<file path="config.mk">
export PLATFORM = sky130hd
export DESIGN_NAME = vga_pattern_gen
export DESIGN_NICKNAME = d
export VERILOG_FILES = /design/src/rtl/vga_pkg.sv /design/src/rtl/vga_band_step.sv /design/src/rtl/vga_pattern_gen.sv
export SDC_FILE = /design/constraint.sdc
export NUM_CORES = 1
export LEC_CHECK = 0
export BUFFER_PORTS_ARGS = -buffer_cell sky130_fd_sc_hd__buf_4
export CAP_MARGIN = 25
export CORE_MARGIN = 1
export CORE_UTILIZATION = 55
export DETAILED_ROUTE_END_ITERATION = 7
export GPL_TIMING_DRIVEN = 0
export HOLD_SLACK_MARGIN = 0.1
export PLACE_DENSITY = 0.82
export SKIP_LAST_GASP = 1
export SLEW_MARGIN = 10
export SYNTH_ARGS = -nofsm -noshare
export SYNTH_HDL_FRONTEND = slang
export SYNTH_SLANG_ARGS = --single-unit
</file>
<file path="constraint.sdc">
create_clock -name pixel_clk -period 2.4 [get_ports pixel_clk]
set_clock_uncertainty 0.05 [all_clocks]
set_input_delay 0.48 -clock pixel_clk [delete_from_list [all_inputs] [get_ports pixel_clk]]
set_output_delay 0.48 -clock pixel_clk [all_outputs]
set_load 0.01 [all_outputs]
</file>
<file path="src/rtl/vga_pkg.sv">
// Shared definitions for the VGA test-pattern generator: mode codes, sync
// polarity constants and the band colour palette.
package vga_pkg;

    localparam logic [1:0] MODE_HBAND    = 2'd0;
    localparam logic [1:0] MODE_VBAND    = 2'd1;
    localparam logic [1:0] MODE_CHECKER  = 2'd2;
    localparam logic [1:0] MODE_GRADIENT = 2'd3;

    localparam logic SYNC_ACTIVE_LOW  = 1'b0;
    localparam logic SYNC_ACTIVE_HIGH = 1'b1;

    // Which channels are driven full-scale for a palette entry
    typedef struct packed {
        logic r;
        logic g;
        logic b;
    } rgb_sel_t;

    localparam int unsigned PALETTE_LEN = 7;

    localparam rgb_sel_t PALETTE [PALETTE_LEN] = '{
        '{r: 1'b1, g: 1'b0, b: 1'b0},   // red
        '{r: 1'b0, g: 1'b1, b: 1'b0},   // green
        '{r: 1'b0, g: 1'b0, b: 1'b1},   // blue
        '{r: 1'b1, g: 1'b1, b: 1'b0},   // yellow
        '{r: 1'b0, g: 1'b1, b: 1'b1},   // cyan
        '{r: 1'b1, g: 1'b0, b: 1'b1},   // magenta
        '{r: 1'b1, g: 1'b1, b: 1'b1}    // white
    };

    // Band index is at most 15, so mod 7 needs only two conditional subtracts
    function automatic rgb_sel_t band_colour(input logic [3:0] band);
        logic [3:0] k;
        k = band;
        if (k >= 4'd14) begin
            k = k - 4'd14;
        end else if (k >= 4'd7) begin
            k = k - 4'd7;
        end
        return PALETTE[3'(k)];
    endfunction

endpackage

</file>
<file path="src/rtl/vga_band_step.sv">
// Step counter: advances idx once every STEP advance pulses, saturating at MAX.
// Replaces a divide-by-constant for band and gradient indices.
module vga_band_step #(
    parameter int unsigned STEP  = 1,
    parameter int unsigned MAX   = 1,
    parameter int unsigned IDX_W = (MAX > 0) ? $clog2(MAX + 1) : 1
) (
    input  logic             clk,
    input  logic             rst,
    input  logic             clear,
    input  logic             advance,
    output logic [IDX_W-1:0] idx
);

    localparam int unsigned CNT_W = (STEP > 1) ? $clog2(STEP) : 1;
    localparam logic [CNT_W-1:0] CNT_LAST = CNT_W'(STEP - 1);
    localparam logic [IDX_W-1:0] IDX_MAX  = IDX_W'(MAX);

    logic [CNT_W-1:0] cnt;

    // Clear dominates advance so a coincident restart lands on index 0
    always_ff @(posedge clk or posedge rst) begin
        if (rst) begin
            cnt <= '0;
            idx <= '0;
        end else if (clear) begin
            cnt <= '0;
            idx <= '0;
        end else if (advance) begin
            if (cnt == CNT_LAST) begin
                cnt <= '0;
                if (idx != IDX_MAX) begin
                    idx <= idx + 1'b1;
                end
            end else begin
                cnt <= cnt + 1'b1;
            end
        end
    end

endmodule

</file>
<file path="src/rtl/vga_pattern_gen.sv">
// Test-pattern generator: colours each active pixel from the incoming sync/DE
// stream and re-emits sync/DE with the same one-cycle delay as the RGB.
module vga_pattern_gen
    import vga_pkg::*;
#(
    parameter int unsigned COLOR_W   = 4,
    parameter int unsigned H_ACTIVE  = 640,
    parameter int unsigned V_ACTIVE  = 480,
    parameter int unsigned NUM_BANDS = 3,
    parameter int unsigned CHK_LOG2  = 5,
    parameter logic        SYNC_ACT  = SYNC_ACTIVE_LOW
) (
    input  logic               pixel_clk,
    input  logic               rst,
    input  logic               hs_i,
    input  logic               vs_i,
    input  logic               de_i,
    input  logic [1:0]         mode_i,
    output logic               hs_o,
    output logic               vs_o,
    output logic               de_o,
    output logic [COLOR_W-1:0] red_o,
    output logic [COLOR_W-1:0] green_o,
    output logic [COLOR_W-1:0] blue_o
);

    localparam int unsigned XW = ($clog2(H_ACTIVE) > CHK_LOG2) ? $clog2(H_ACTIVE) : CHK_LOG2 + 1;
    localparam int unsigned YW = ($clog2(V_ACTIVE) > CHK_LOG2) ? $clog2(V_ACTIVE) : CHK_LOG2 + 1;
    localparam logic [XW-1:0] X_LAST = XW'(H_ACTIVE - 1);
    localparam logic [YW-1:0] Y_LAST = YW'(V_ACTIVE - 1);

    localparam int unsigned BAND_W    = (NUM_BANDS > 1) ? $clog2(NUM_BANDS) : 1;
    localparam int unsigned H_BW      = (H_ACTIVE / NUM_BANDS > 0) ? H_ACTIVE / NUM_BANDS : 1;
    localparam int unsigned V_BW      = (V_ACTIVE / NUM_BANDS > 0) ? V_ACTIVE / NUM_BANDS : 1;
    localparam int unsigned GRAD_STEP = ((H_ACTIVE >> COLOR_W) > 0) ? (H_ACTIVE >> COLOR_W) : 1;
    localparam int unsigned GRAD_MAX  = (2 ** COLOR_W) - 1;

    localparam logic [COLOR_W-1:0] FULL = '1;

    logic              de_q;
    logic              vs_act_q;
    logic              vs_act;
    logic              frame_start;
    logic              de_fall;
    logic [XW-1:0]     x_cnt;
    logic [YW-1:0]     y_cnt;
    logic [1:0]        mode_q;
    logic [BAND_W-1:0] hband_idx;
    logic [BAND_W-1:0] vband_idx;
    logic [COLOR_W-1:0] grad_idx;

    logic [COLOR_W-1:0] red_c;
    logic [COLOR_W-1:0] green_c;
    logic [COLOR_W-1:0] blue_c;
    rgb_sel_t           sel_c;

    assign vs_act      = (vs_i == SYNC_ACT);
    assign frame_start = vs_act & ~vs_act_q;
    assign de_fall     = de_q & ~de_i;

    // vs_act_q resets "active" so a sync already asserted at release is not a new frame
    always_ff @(posedge pixel_clk or posedge rst) begin
        if (rst) begin
            de_q     <= 1'b0;
            vs_act_q <= 1'b1;
        end else begin
            de_q     <= de_i;
            vs_act_q <= vs_act;
        end
    end

    // x_cnt holds the index of the pixel currently on de_i
    always_ff @(posedge pixel_clk or posedge rst) begin
        if (rst) begin
            x_cnt <= '0;
        end else if (!de_i) begin
            x_cnt <= '0;
        end else if (x_cnt != X_LAST) begin
            x_cnt <= x_cnt + 1'b1;
        end
    end

    always_ff @(posedge pixel_clk or posedge rst) begin
        if (rst) begin
            y_cnt  <= '0;
            mode_q <= MODE_HBAND;
        end else if (frame_start) begin
            y_cnt  <= '0;
            mode_q <= mode_i;
        end else if (de_fall && (y_cnt != Y_LAST)) begin
            y_cnt <= y_cnt + 1'b1;
        end
    end

    // Horizontal steppers are held clear through blanking so pixel 0 sees index 0
    vga_band_step #(
        .STEP  (H_BW),
        .MAX   (NUM_BANDS - 1),
        .IDX_W (BAND_W)
    ) u_hband (
        .clk     (pixel_clk),
        .rst     (rst),
        .clear   (~de_i),
        .advance (de_i),
        .idx     (hband_idx)
    );

    vga_band_step #(
        .STEP  (V_BW),
        .MAX   (NUM_BANDS - 1),
        .IDX_W (BAND_W)
    ) u_vband (
        .clk     (pixel_clk),
        .rst     (rst),
        .clear   (frame_start),
        .advance (de_fall),
        .idx     (vband_idx)
    );

    vga_band_step #(
        .STEP  (GRAD_STEP),
        .MAX   (GRAD_MAX),
        .IDX_W (COLOR_W)
    ) u_grad (
        .clk     (pixel_clk),
        .rst     (rst),
        .clear   (~de_i),
        .advance (de_i),
        .idx     (grad_idx)
    );

    // Colour of the pixel presented on de_i this cycle
    always_comb begin
        red_c   = '0;
        green_c = '0;
        blue_c  = '0;
        sel_c   = '0;
        case (mode_q)
            MODE_HBAND:   sel_c = band_colour(4'(vband_idx));
            MODE_VBAND:   sel_c = band_colour(4'(hband_idx));
            MODE_CHECKER: begin
                if (x_cnt[CHK_LOG2] ^ y_cnt[CHK_LOG2]) begin
                    sel_c = '1;
                end
            end
            default:      red_c = grad_idx;
        endcase
        if (sel_c.r) red_c   = FULL;
        if (sel_c.g) green_c = FULL;
        if (sel_c.b) blue_c  = FULL;
        if (!de_i) begin
            red_c   = '0;
            green_c = '0;
            blue_c  = '0;
        end
    end

    always_ff @(posedge pixel_clk or posedge rst) begin
        if (rst) begin
            hs_o    <= 1'b0;
            vs_o    <= 1'b0;
            de_o    <= 1'b0;
            red_o   <= '0;
            green_o <= '0;
            blue_o  <= '0;
        end else begin
            hs_o    <= hs_i;
            vs_o    <= vs_i;
            de_o    <= de_i;
            red_o   <= red_c;
            green_o <= green_c;
            blue_o  <= blue_c;
        end
    end

endmodule

</file>
==> results of run 1 <==
power breakdown:
group,leakage [nW],internal (mW),switching [mW]
sequential,0.819,1.07,0.0388
clock,0.0905,0.429,0.364
combinational,0.716,0.0658,0.0916
total,1.63,1.56,0.494
area by class of cell:
class                           count  area share (%)
Sequential cell                    61            44.3
Multi-Input combinational cell    207            39.3
Timing Repair Buffer               22            5.15
Clock buffer                       14            4.71
Tap cell                           70            2.54
Buffer                             13            2.14
Inverter                           15            1.63
Clock inverter                      2           0.290
worst max-delay path by stage:
stage	from	endpoint	slack, ns	cells past startpoint
after floorplan	rst	blue_o[2]$_DFF_PP0_	0.36	1
after global placement	rst	u_vband.cnt[3]$_DFFE_PP0P_	-0.35	2
after detailed placement	vs_i	y_cnt[2]$_DFFE_PP0P_	0.37	5
after CTS	u_vband.cnt[0]$_DFFE_PP0P_	u_vband.cnt[7]$_DFFE_PP0P_	0.54	5
after global routing	y_cnt[0]$_DFFE_PP0P_	y_cnt[4]$_DFFE_PP0P_	0.45	5
final	u_vband.cnt[0]$_DFFE_PP0P_	u_vband.cnt[7]$_DFFE_PP0P_	0.52	5
critical path, delay by kind of cell (launching register included):
family                   cells  cell delay (ns)
adder cells (fa/ha/maj)      1             0.26
flip-flops                   1             0.44
AND/OR/NAND/NOR              3             0.75
AO/OA/AOI/OAI                1             0.26
cell families (layout without fill, tap and decap cells):
logic type               Yosys count  in the layout  share of synthesized area [%]
buffers and inverters             28             66                           4.32
AO/OA/AOI/OAI                     36             36                           7.39
AND/OR/NAND/NOR                  129            129                           23.8
XOR/XNOR                          23             23                           6.69
adder cells (fa/ha/maj)            9              9                           3.74
flip-flops                        61             61                           50.7
multiplexers                      10             10                           3.41
layout by cell type, fill, tap and decap left out, types with 8 or more instances in the layout:
cell and instances:
dfrtp_1 60, nor2_1 29, buf_4 27, nand2_1 18, nand3_1 18, inv_1 14, o21ai_0 12, xor2_1 12
xnor2_1 11, clkbuf_8 11, and2_1 10, a21oi_1 9, ha_1 9, nand4_1 8, mux2i_1 8
sequential cells by signal (all words and copies together), names as in the netlist:
name / count
x_cnt: 10
y_cnt: 9
u_hband.cnt: 8
u_vband.cnt: 8
u_grad.cnt: 6
red_o: 4
u_grad.idx: 4
mode_q: 2
u_hband.idx: 2
u_vband.idx: 2
blue_o: 1
de_o: 1
green_o: 1
hs_o: 1
vs_act_q: 1
vs_o: 1
routing by layer:
metal  routed length [µm]  track usage [%]  vias to the layer above
li1                     -                -                     1084
met5                    0                0                        -
met1                 2420             24.7                     1119
met3                  190             4.43                        8
met2                 2750             37.0                       51
met4                   86             10.2                        0
Yosys cell counts, types with 2 or more instances:
cell type,number
a21boi_0,2
a21oi_1,9
a31oi_1,3
and2_1,10
and3_1,7
buf_2,2
buf_4,6
clkbuf_1,4
dfrtp_1,60
ha_1,9
inv_1,15
mux2_2,2
mux2i_1,8
nand2_1,18
nand2b_1,4
nand3_1,18
nand3b_1,2
nand4_1,8
nand4b_1,3
nor2_1,29
nor2b_1,2
nor3_1,5
nor3b_1,3
nor4_1,2
o21a_1,4
o21ai_0,12
or2_2,3
or3_1,7
or3b_1,2
xnor2_1,11
xor2_1,12
stage by stage:
step	cells	TNS, ns	hold WS (ns)
after global placement	387	-20.77	0.396
after floorplan	296	0	0.382
final	404	0	0.198
after detailed placement	388	0	0.405
after global routing	404	0	0.192
after CTS	404	0	0.193
==> reports/metrics.yaml, run 1 <==
setup_path:
  rrSetupSlack_ns: 0.52
  worstSetupPathType: "reg2reg"
  crit_required_ns: 2.56
  r2r-start: "u_vband.cnt[0]$_DFFE_PP0P_"
  reg2regPathDepth: 5
  end_kind: "register"
  slowest_delay_ns: 0.44
  crit_chain: "ha_1 > nand3b_1 > or3_1 > and4b_1 > a211o_1"
  slowest_stage: "dfrtp_1"
  start_kind: "register"
  cp_max_fo: 6
  reg2reg_to: "u_vband.cnt[7]$_DFFE_PP0P_"
  worstPathArrival_ns: 2.04
routing:
  dr_total_vias: 2262
  totalWireLength_mm: 5.44
  drc_errors: 0
  viasPerCell: 5.60
  wl_per_cell_um: 13.5
  ant_nets: 0
  drtIter0Drc: 147
  drt_first_pass_iters: 4
cells_and_area:
  diodes: 0
  final_util_pct: 66.3
  area_delta_synth_final_pct: 14.5
  fillers: 400
  multi_input_area_um2: 1360
  num-nets-final: 345
  final_area_um2: 3450
  seqCellArea_um2: 1530
  drive_above_1_share_pct: 16.5
clock_network:
  clk_root_buffer_cell: "clkbuf_8"
  worstSkewPairLatency_ns: 0.33
  cts_buffers: 9
  clock-sinks: 61
  cts_tree: "done"
  post_cts_resized: 0
  cts_setup_buffers: 0
  cts_max_path_buffers: 2
  cts_max_level: 3
  holdBufCountCts: 0
  clk_pin_slew_ns: 0.07
global_route:
  track_usage_pct: 21.1
  grt-ovfl-total: 0
  grt_pass1_vias: 2287
  grt_pass1_wl_mm: 9.65
  grt_start_max_net_pins: 32
  grt_antenna_before_repair: 0
yosys:
  ys_seq_elements: 61
  synth_nets: 312
  synth_ff_type: "dfrtp_1"
  synth_top_area_cell: "dfrtp_1"
  syn_area_um2: 3010
  yosysWarningCount: 0
  synth_async_sr_flop_share_pct: 100
  synth_edf_count: 0
  seq_area_frac_synth_pct: 50.7
  synth.distinct_cells: 45
  syn_inst: 296
  synthTopCellsByArea: "dfrtp_1, ha_1, nor2_1"
  post-synth-top-area-fraction_pct: 49.8
  avgSynthCellArea_um2: 10.2
placed_design:
  gp_congestion: 0.740
  io_buffer_count: 21
  dp_hpwl_mm: 3.83
  placed_area_um2: 3280
  dp_slack_ns: 0.368
power:
  irDropWorstVdd_v: 0.000370
  power.leakage_nw: 1.63
  p_per_area_nw_per_um2: 597
  total_power_mw: 2.06
timing:
  min_period_ns: 1.88
  post-route-period-util_pct: 78.2
  hold_viol_final: 0
  worst_pin_slew_ns: 0.667
  grt_setup_unrepaired: "no"
  timing.fmax_ghz: 0.533
  relSlewSlack_pct: 55.5
  drv_slew: 0
  setup_violations: 0
  worst_slack_ns: 0.523
die:
  rows: 26
  start_util_pct: 57.9
  die_w_um: 76.0
  die_h_um: 76.0
  core_um2: 5200
  die-area_um2: 5780
  ioPinCount: 22
job:
  drv_cap: 0
run_status:
  outcome: "finished, final reports clean"
hold_path:
  hold_path.class: "in2async"
Power figures use the tool's default switching activity.
==> run 2: changes to the inputs <==
- clock period: 2.4 -> 1.9 ns (I/O delays scaled with it)
==> run 2 against run 1 <==
Compared with the run above:
- via count down 1.9%
- critical path depth did not move
- count of clock-buffer cells in the layout down 2
- sequential share of layout area is 1.6 points lower
- die area unchanged
- total power grew 47%
- combinational power rose by 35%
- hold slack got worse by 0.077 ns
- first-iteration DRC count shrank 13%
- utilization is 2.5 points higher
- worst setup slack lost 0.45 ns
- global-route usage up 1.1 points
- critical path type unchanged
- largest cell class unchanged
==> reports/metrics.yaml, run 2 (same netlist as run 1, synthesis figures left out) <==
power:
  irDropWorstVdd_v: 0.000424  # +14%
  power_frac_comb_pct: 7.0  # -0.6 points
  p_per_area_nw_per_um2: 847  # +42%
  swShare_pct: 21.4  # -2.6 points
  clockPowerShare_pct: 46.9  # +8.4 points
  p_seq_share_pct: 46.1  # -7.7 points
  power.leakage_nw: 1.68  # +3.4%
  internal-power_mw: 2.38  # +52%
  switchingPower_mw: 0.650  # +31%
placed_design:
  gp_congestion: 0.767  # +3.6%
  dp_hpwl_mm: 3.89  # +1.5%
  io_buffer_count: 21  # unchanged
setup_path:
  end_kind: "register"
  worstSetupPathType: "reg2reg"
  crit_chain: "ha_1 > nand3b_1 > or3_1 > and4b_1 > a211o_1"
  crit_required_ns: 2.07  # -0.49 ns
  slowest_stage: "or3_1"
  crit_family: "simple AND/OR/NAND/NOR gates"
  start_kind: "register"
  slowest_delay_ns: 0.41  # -0.03 ns
  cp_max_fo: 5  # -1
  worstPathArrival_ns: 2.00  # -0.04 ns
  crit_buf_inv: 0  # unchanged
cells_and_area:
  reg_top3: "x_cnt (10), y_cnt (9)"
  top_register: "x_cnt"
  num-nets-final: 348  # +0.87%
  drive_above_1_share_pct: 17.8  # +1.3 points
  layout_common_cells: "dfrtp_1, nor2_1, buf_4"
  largest_reg_flops: 10  # unchanged
  diodes: 0  # unchanged
  fillers: 383  # -4.3%
  area_delta_synth_final_pct: 18.9
  final_common_cell: "dfrtp_1"
  final_util_pct: 68.8  # +2.5 points
die:
  die_w_um: 76.0  # unchanged
  core_um2: 5200  # unchanged
  ioPinCount: 22  # unchanged
  die-area_um2: 5780  # unchanged
  die_h_um: 76.0  # unchanged
  rows: 26  # unchanged
  start_util_pct: 57.9  # unchanged
clock_network:
  cts_setup_buffers: 0  # unchanged
  clock-sinks: 61  # unchanged
  cts_buffers: 9  # unchanged
  clk_root_buffer_cell: "clkbuf_8"
  cts_max_path_buffers: 2  # unchanged
  cts_tree: "done"
  cts_max_level: 3  # unchanged
  worstSkewPairLatency_ns: 0.33  # about the same
  clk_pin_slew_ns: 0.07  # about the same
routing:
  ant_nets: 0  # unchanged
  dr_total_vias: 2219  # -1.9%
  totalWireLength_mm: 5.65  # +3.9%
  drt_first_pass_iters: 6  # +2
  drc_errors: 0  # unchanged
  wl_per_cell_um: 13.9  # +3.1%
  viasPerCell: 5.45  # -2.6%
  drtIter0Drc: 128  # -13%
job:
  drv_cap: 0  # unchanged
global_route:
  grt-ovfl-total: 0  # unchanged
  grt_antenna_before_repair: 0  # unchanged
  grt_pass1_wl_mm: 10.0  # +3.6%
  grt_start_max_net_pins: 27  # -16%
  track_usage_pct: 22.2  # +1.1 points
  grt_pass1_vias: 2175  # -4.9%
timing:
  worst_pin_slew_ns: 0.597  # -0.0698 ns
  tns_ns: 0  # unchanged
  min_period_ns: 1.83  # -0.0486 ns
  grt_setup_unrepaired: "no"
  hold_viol_final: 0  # unchanged
  drv_slew: 0  # unchanged
  timing.fmax_ghz: 0.547  # +2.7%
  post-route-period-util_pct: 96.2  # +18 points
  relSlewSlack_pct: 60.0  # +4.5 points
  setup_violations: 0  # unchanged
run_status:
  outcome: "finished, final reports clean"
hold_path:
  hold_path.class: "in2reg"
==> run 2: area by class of cell <==
class | instances | area [µm²] | share of cell area, %
plain buffers | 13 | 75.1 | 2.10
multi-input cells | 207 | 1360 | 37.8
well taps | 70 | 87.6 | 2.44
inverters | 15 | 60.1 | 1.68
repair buffers | 25 | 225 | 6.29
clock buffers | 12 | 155 | 4.33
flip-flops and latches | 61 | 1530 | 42.7
clock inverters | 4 | 95.1 | 2.65
==> run 2: routing by layer <==
metal  track usage, %  part of all wire [%]  vias to the layer above
met3             5.51                   4.0                       14
met5                0                     0                        -
met2             36.9                    50                       46
met4             10.4                   2.4                        0
li1                 -                     -                     1091
met1             27.4                    44                     1068
==> run 2: path summary, 6_finish.rpt <==
path	start	end	slack (ns)	depth (start not counted)
max in group asynchronous	rst	y_cnt[8]$_DFFE_PP0P_	0.64	5
worst max register to register	u_vband.cnt[1]$_DFFE_PP0P_	u_vband.cnt[7]$_DFFE_PP0P_	0.07	5
worst min-delay path	vs_i	vs_act_q$_DFF_PP1_	0.12	2
worst min register to register	u_grad.cnt[0]$_DFF_PP0_	u_grad.cnt[0]$_DFF_PP0_	0.42	1
worst max-delay path	u_vband.cnt[1]$_DFFE_PP0P_	u_vband.cnt[7]$_DFFE_PP0P_	0.07	5
min in group asynchronous	rst	red_o[3]$_DFF_PP0_	0.54	3
==> run 2: per-stage QoR <==
step	hold slack (ns)	std cells	power [mW]	area (µm²)	setup slack [ns]
global placement	0.394	387	1.61	3260	-0.0137
CTS	0.111	407	3.06	3580	0.0562
global route	0.107	407	3.16	3580	0.00885
floorplan	0.356	296	1.54	3020	0.193
finish	0.121	407	3.03	3580	0.0715
detailed placement	0.341	389	1.63	3310	-0.103
==> run 2: worst register-to-register path: cells and delay by family, from the launching register on <==
family                     cells  cell delay (ns)
AOI/OAI and AO/OA              1             0.26
adders and majority gates      1             0.25
DFF                            1             0.40
and+or+nand+nor                3             0.75
==> run 2: power groups by stage <==
stage / clock, mW / combinational [mW] / sequential (mW)
after floorplan: 0 / 0.126 / 1.42
final: 1.42 / 0.212 / 1.40
after detailed placement: 0 / 0.209 / 1.42
after global routing: 1.51 / 0.242 / 1.41
after CTS: 1.44 / 0.216 / 1.40
after global placement: 0 / 0.189 / 1.42
==> run 2: what timing repair did <==
| action | 4_1_cts | 5_1_grt |
|---|---|---|
| endpoints found under the hold margin | 15 | 0 |
| gates resized for setup | 0 | 2 |
| hold buffers | 2 | 0 |
| setup endpoints to repair | 0 | 4 |
==> run 3: changes to the inputs <==
- CORE_UTILIZATION: 55 -> 47
- PLACE_DENSITY: 0.82 -> 0.73
==> run 3 against run 2 <==
Compared with the run above:
- global-route usage decreased by 3.8 points
- register-to-register slack about the same
- non-clock buffer count down 1
- sequential power is essentially flat
- critical path depth up 1
- combinational power shrank 6%
- flip-flop and latch count did not move
- count of clock-buffer cells in the layout decreased by 2
- clock power decreased by 24%
- die area up 17%
- hold slack got worse by 0.035 ns
- via count shrank 0.77%
==> reports/metrics.yaml, run 3 (same netlist as run 1, synthesis figures left out) <==
run_status:
  outcome: "finished, final reports clean"
cells_and_area:
  seqCellArea_um2: 1530  # unchanged
  multi_input_area_um2: 1360  # +0.65%
  largest_reg_flops: 10  # unchanged
  drive_above_1_share_pct: 17.6  # -0.19 points
  top_register: "x_cnt"
  num-nets-final: 347  # -0.29%
  area_delta_synth_final_pct: 16.1
  layout_common_cells: "dfrtp_1, nor2_1, buf_4"
  fillers: 520  # +36%
  reg_top3: "x_cnt (10), y_cnt (9)"
  diodes: 0  # unchanged
  final_common_cell: "dfrtp_1"
timing:
  timing.fmax_ghz: 0.549  # +0.41%
  hold_viol_final: 0  # unchanged
  setup_violations: 0  # unchanged
  grt_setup_unrepaired: "no"
  relSlewSlack_pct: 54.6  # -5.3 points
  post-route-period-util_pct: 95.8  # -0.40 points
  drv_slew: 0  # unchanged
  worst_pin_slew_ns: 0.679  # +0.0818 ns
  min_period_ns: 1.82  # -0.00752 ns
  hold_slack_ns: 0.0861  # -0.0346 ns
  tns_ns: 0  # unchanged
setup_path:
  slowest_delay_ns: 0.45  # +0.04 ns
  crit_cells: 6  # +1
  crit_buf_inv: 1  # +1
  r2r-start: "u_vband.idx[0]$_DFFE_PP0P_"
  cp_max_fo: 2  # -3
  reg2reg_to: "u_vband.idx[1]$_DFFE_PP0P_"
  reg2regPathDepth: 6  # +1
  crit_required_ns: 2.06  # about the same
  crit_chain: "inv_1 > ha_1 > or3b_1 > or4_4 > mux2i_1 > nor2_1"
  worstPathArrival_ns: 1.98  # -0.02 ns
  slowest_stage: "or4_4"
  rrSetupSlack_ns: 0.08  # about the same
  start_kind: "register"
  worstSetupPathType: "reg2reg"
  crit_family: "simple AND/OR/NAND/NOR gates"
  end_kind: "register"
  crit_path_end: "u_vband.idx[1]$_DFFE_PP0P_"
  crit_path_start: "u_vband.idx[0]$_DFFE_PP0P_"
clock_network:
  clk_root_buffer_cell: "clkbuf_8"
  cts_tree: "done"
  cts_max_level: 3  # unchanged
  worstSkewPairLatency_ns: 0.34  # about the same
  clock-sinks: 61  # unchanged
  clk_pin_slew_ns: 0.07  # about the same
  cts_setup_buffers: 0  # unchanged
  cts_max_path_buffers: 2  # unchanged
  cts_buffers: 9  # unchanged
routing:
  wl_per_cell_um: 13.0  # -6.7%
  dr_total_vias: 2202  # -0.77%
  drc_errors: 0  # unchanged
  ant_nets: 0  # unchanged
  drt_first_pass_iters: 4  # -2
  viasPerCell: 5.37  # -1.5%
  drtIter0Drc: 88  # -31%
  totalWireLength_mm: 5.31  # -6.0%
hold_path:
  hold_path.class: "in2async"
power:
  swShare_pct: 24.3  # +2.9 points
  total_power_mw: 2.68  # -12%
  p_seq_share_pct: 52.2  # +6.1 points
  power_frac_comb_pct: 7.5  # +0.5 points
  clockPowerShare_pct: 40.3  # -6.6 points
  internal-power_mw: 2.03  # -15%
  power.leakage_nw: 1.63  # -3.1%
  irDropWorstVdd_v: 0.000489  # +15%
  p_per_area_nw_per_um2: 766  # -9.6%
  switchingPower_mw: 0.651  # +0.21%
global_route:
  grt_pass1_wl_mm: 9.03  # -9.7%
  grt-ovfl-total: 0  # unchanged
  grt_use_met3_pct: 5.67  # +0.16 points
  use_met2_pct: 29.9  # -7.0 points
  grtUsageMet1_pct: 21.7  # -5.7 points
  grt_pass1_vias: 2087  # -4.0%
  track_usage_pct: 18.4  # -3.8 points
  grt_start_max_net_pins: 32  # +19%
  busiest_layer: "met2"
  grt_antenna_before_repair: 0  # unchanged
die:
  die-area_um2: 6730  # +17%
  core_um2: 6060  # +16%
  ioPinCount: 22  # unchanged
  die_h_um: 82.1  # +8.0%
  start_util_pct: 49.7  # -8.2 points
  rows: 28  # +7.7%
  die_w_um: 82.1  # +8.0%
placed_design:
  dp_hpwl_mm: 3.73  # -4.2%
  io_buffer_count: 21  # unchanged
  gp_congestion: 0.788  # +2.7%
job:
  drv_cap: 0  # unchanged
-- run 3: cell types whose count changed in the layout (fill, tap and decap cells not counted), sizes merged --
cell      before  now
clkbuf        17   14
clkinvlp       1    2
clkinv         1    3
bufinv         3    1
-- run 3: metal layers --
metal	up-vias	part of all wire, %
met5	-	0
met4	0	2.0
met3	10	4.1
met2	33	48
met1	1070	46
li1	1089	-
-- run 3: area by class of cell --
| type | instances | area share (%) |
|---|---|---|
| sequential | 61 | 43.7 |
| tap | 75 | 2.68 |
| timing repair buffer | 24 | 5.65 |
| inverter | 15 | 1.72 |
| buffer | 13 | 2.11 |
| clock inverter | 5 | 1.50 |
| clock buffer | 10 | 3.65 |
| multi-input combinational | 207 | 39.0 |
-- run 3: worst min-delay path by stage --
stage               cells after the start  slack [ns]                 endpoint               startpoint
floorplan                               1        0.36       vs_act_q$_DFF_PP1_                     vs_i
global placement                        1        0.40  u_grad.cnt[0]$_DFF_PP0_  u_grad.cnt[0]$_DFF_PP0_
detailed placement                      1        0.41  u_grad.cnt[0]$_DFF_PP0_  u_grad.cnt[0]$_DFF_PP0_
CTS                                     2        0.10       red_o[3]$_DFF_PP0_                      rst
global route                            1        0.11           de_o$_DFF_PP0_                     de_i
finish                                  2        0.09       red_o[0]$_DFF_PP0_                      rst
-- run 3: power groups by stage --
stage               Sequential [mW]  Combinational [mW]  Clock [mW]
finish                         1.40               0.200        1.08
global route                   1.41               0.233        1.15
CTS                            1.40               0.203        1.10
detailed placement             1.42               0.200           0
global placement               1.42               0.190           0
floorplan                      1.42               0.126           0
-- run 3: repair_timing --
| item | CTS | global route |
|---|---|---|
| endpoints found under the hold margin | 1 | 1 |
| endpoints found under the setup margin | 0 | 3 |
| hold buffers | 1 | 1 |
| gates resized for setup | 0 | 3 |
-- run 3: metrics by stage --
| step | utilization (%) | setup slack [ns] | std cells | area [µm²] |
|---|---|---|---|---|
| after global routing | 57.7 | 0.00493 | 410 | 3500 |
| after floorplan | - | 0.193 | 296 | 3020 |
| after CTS | 57.4 | 0.0516 | 409 | 3480 |
| after detailed placement | 54.3 | 0.00874 | 393 | 3290 |
| final | 57.7 | 0.0791 | 410 | 3500 |
| after global placement | 53.9 | -0.00283 | 392 | 3270 |
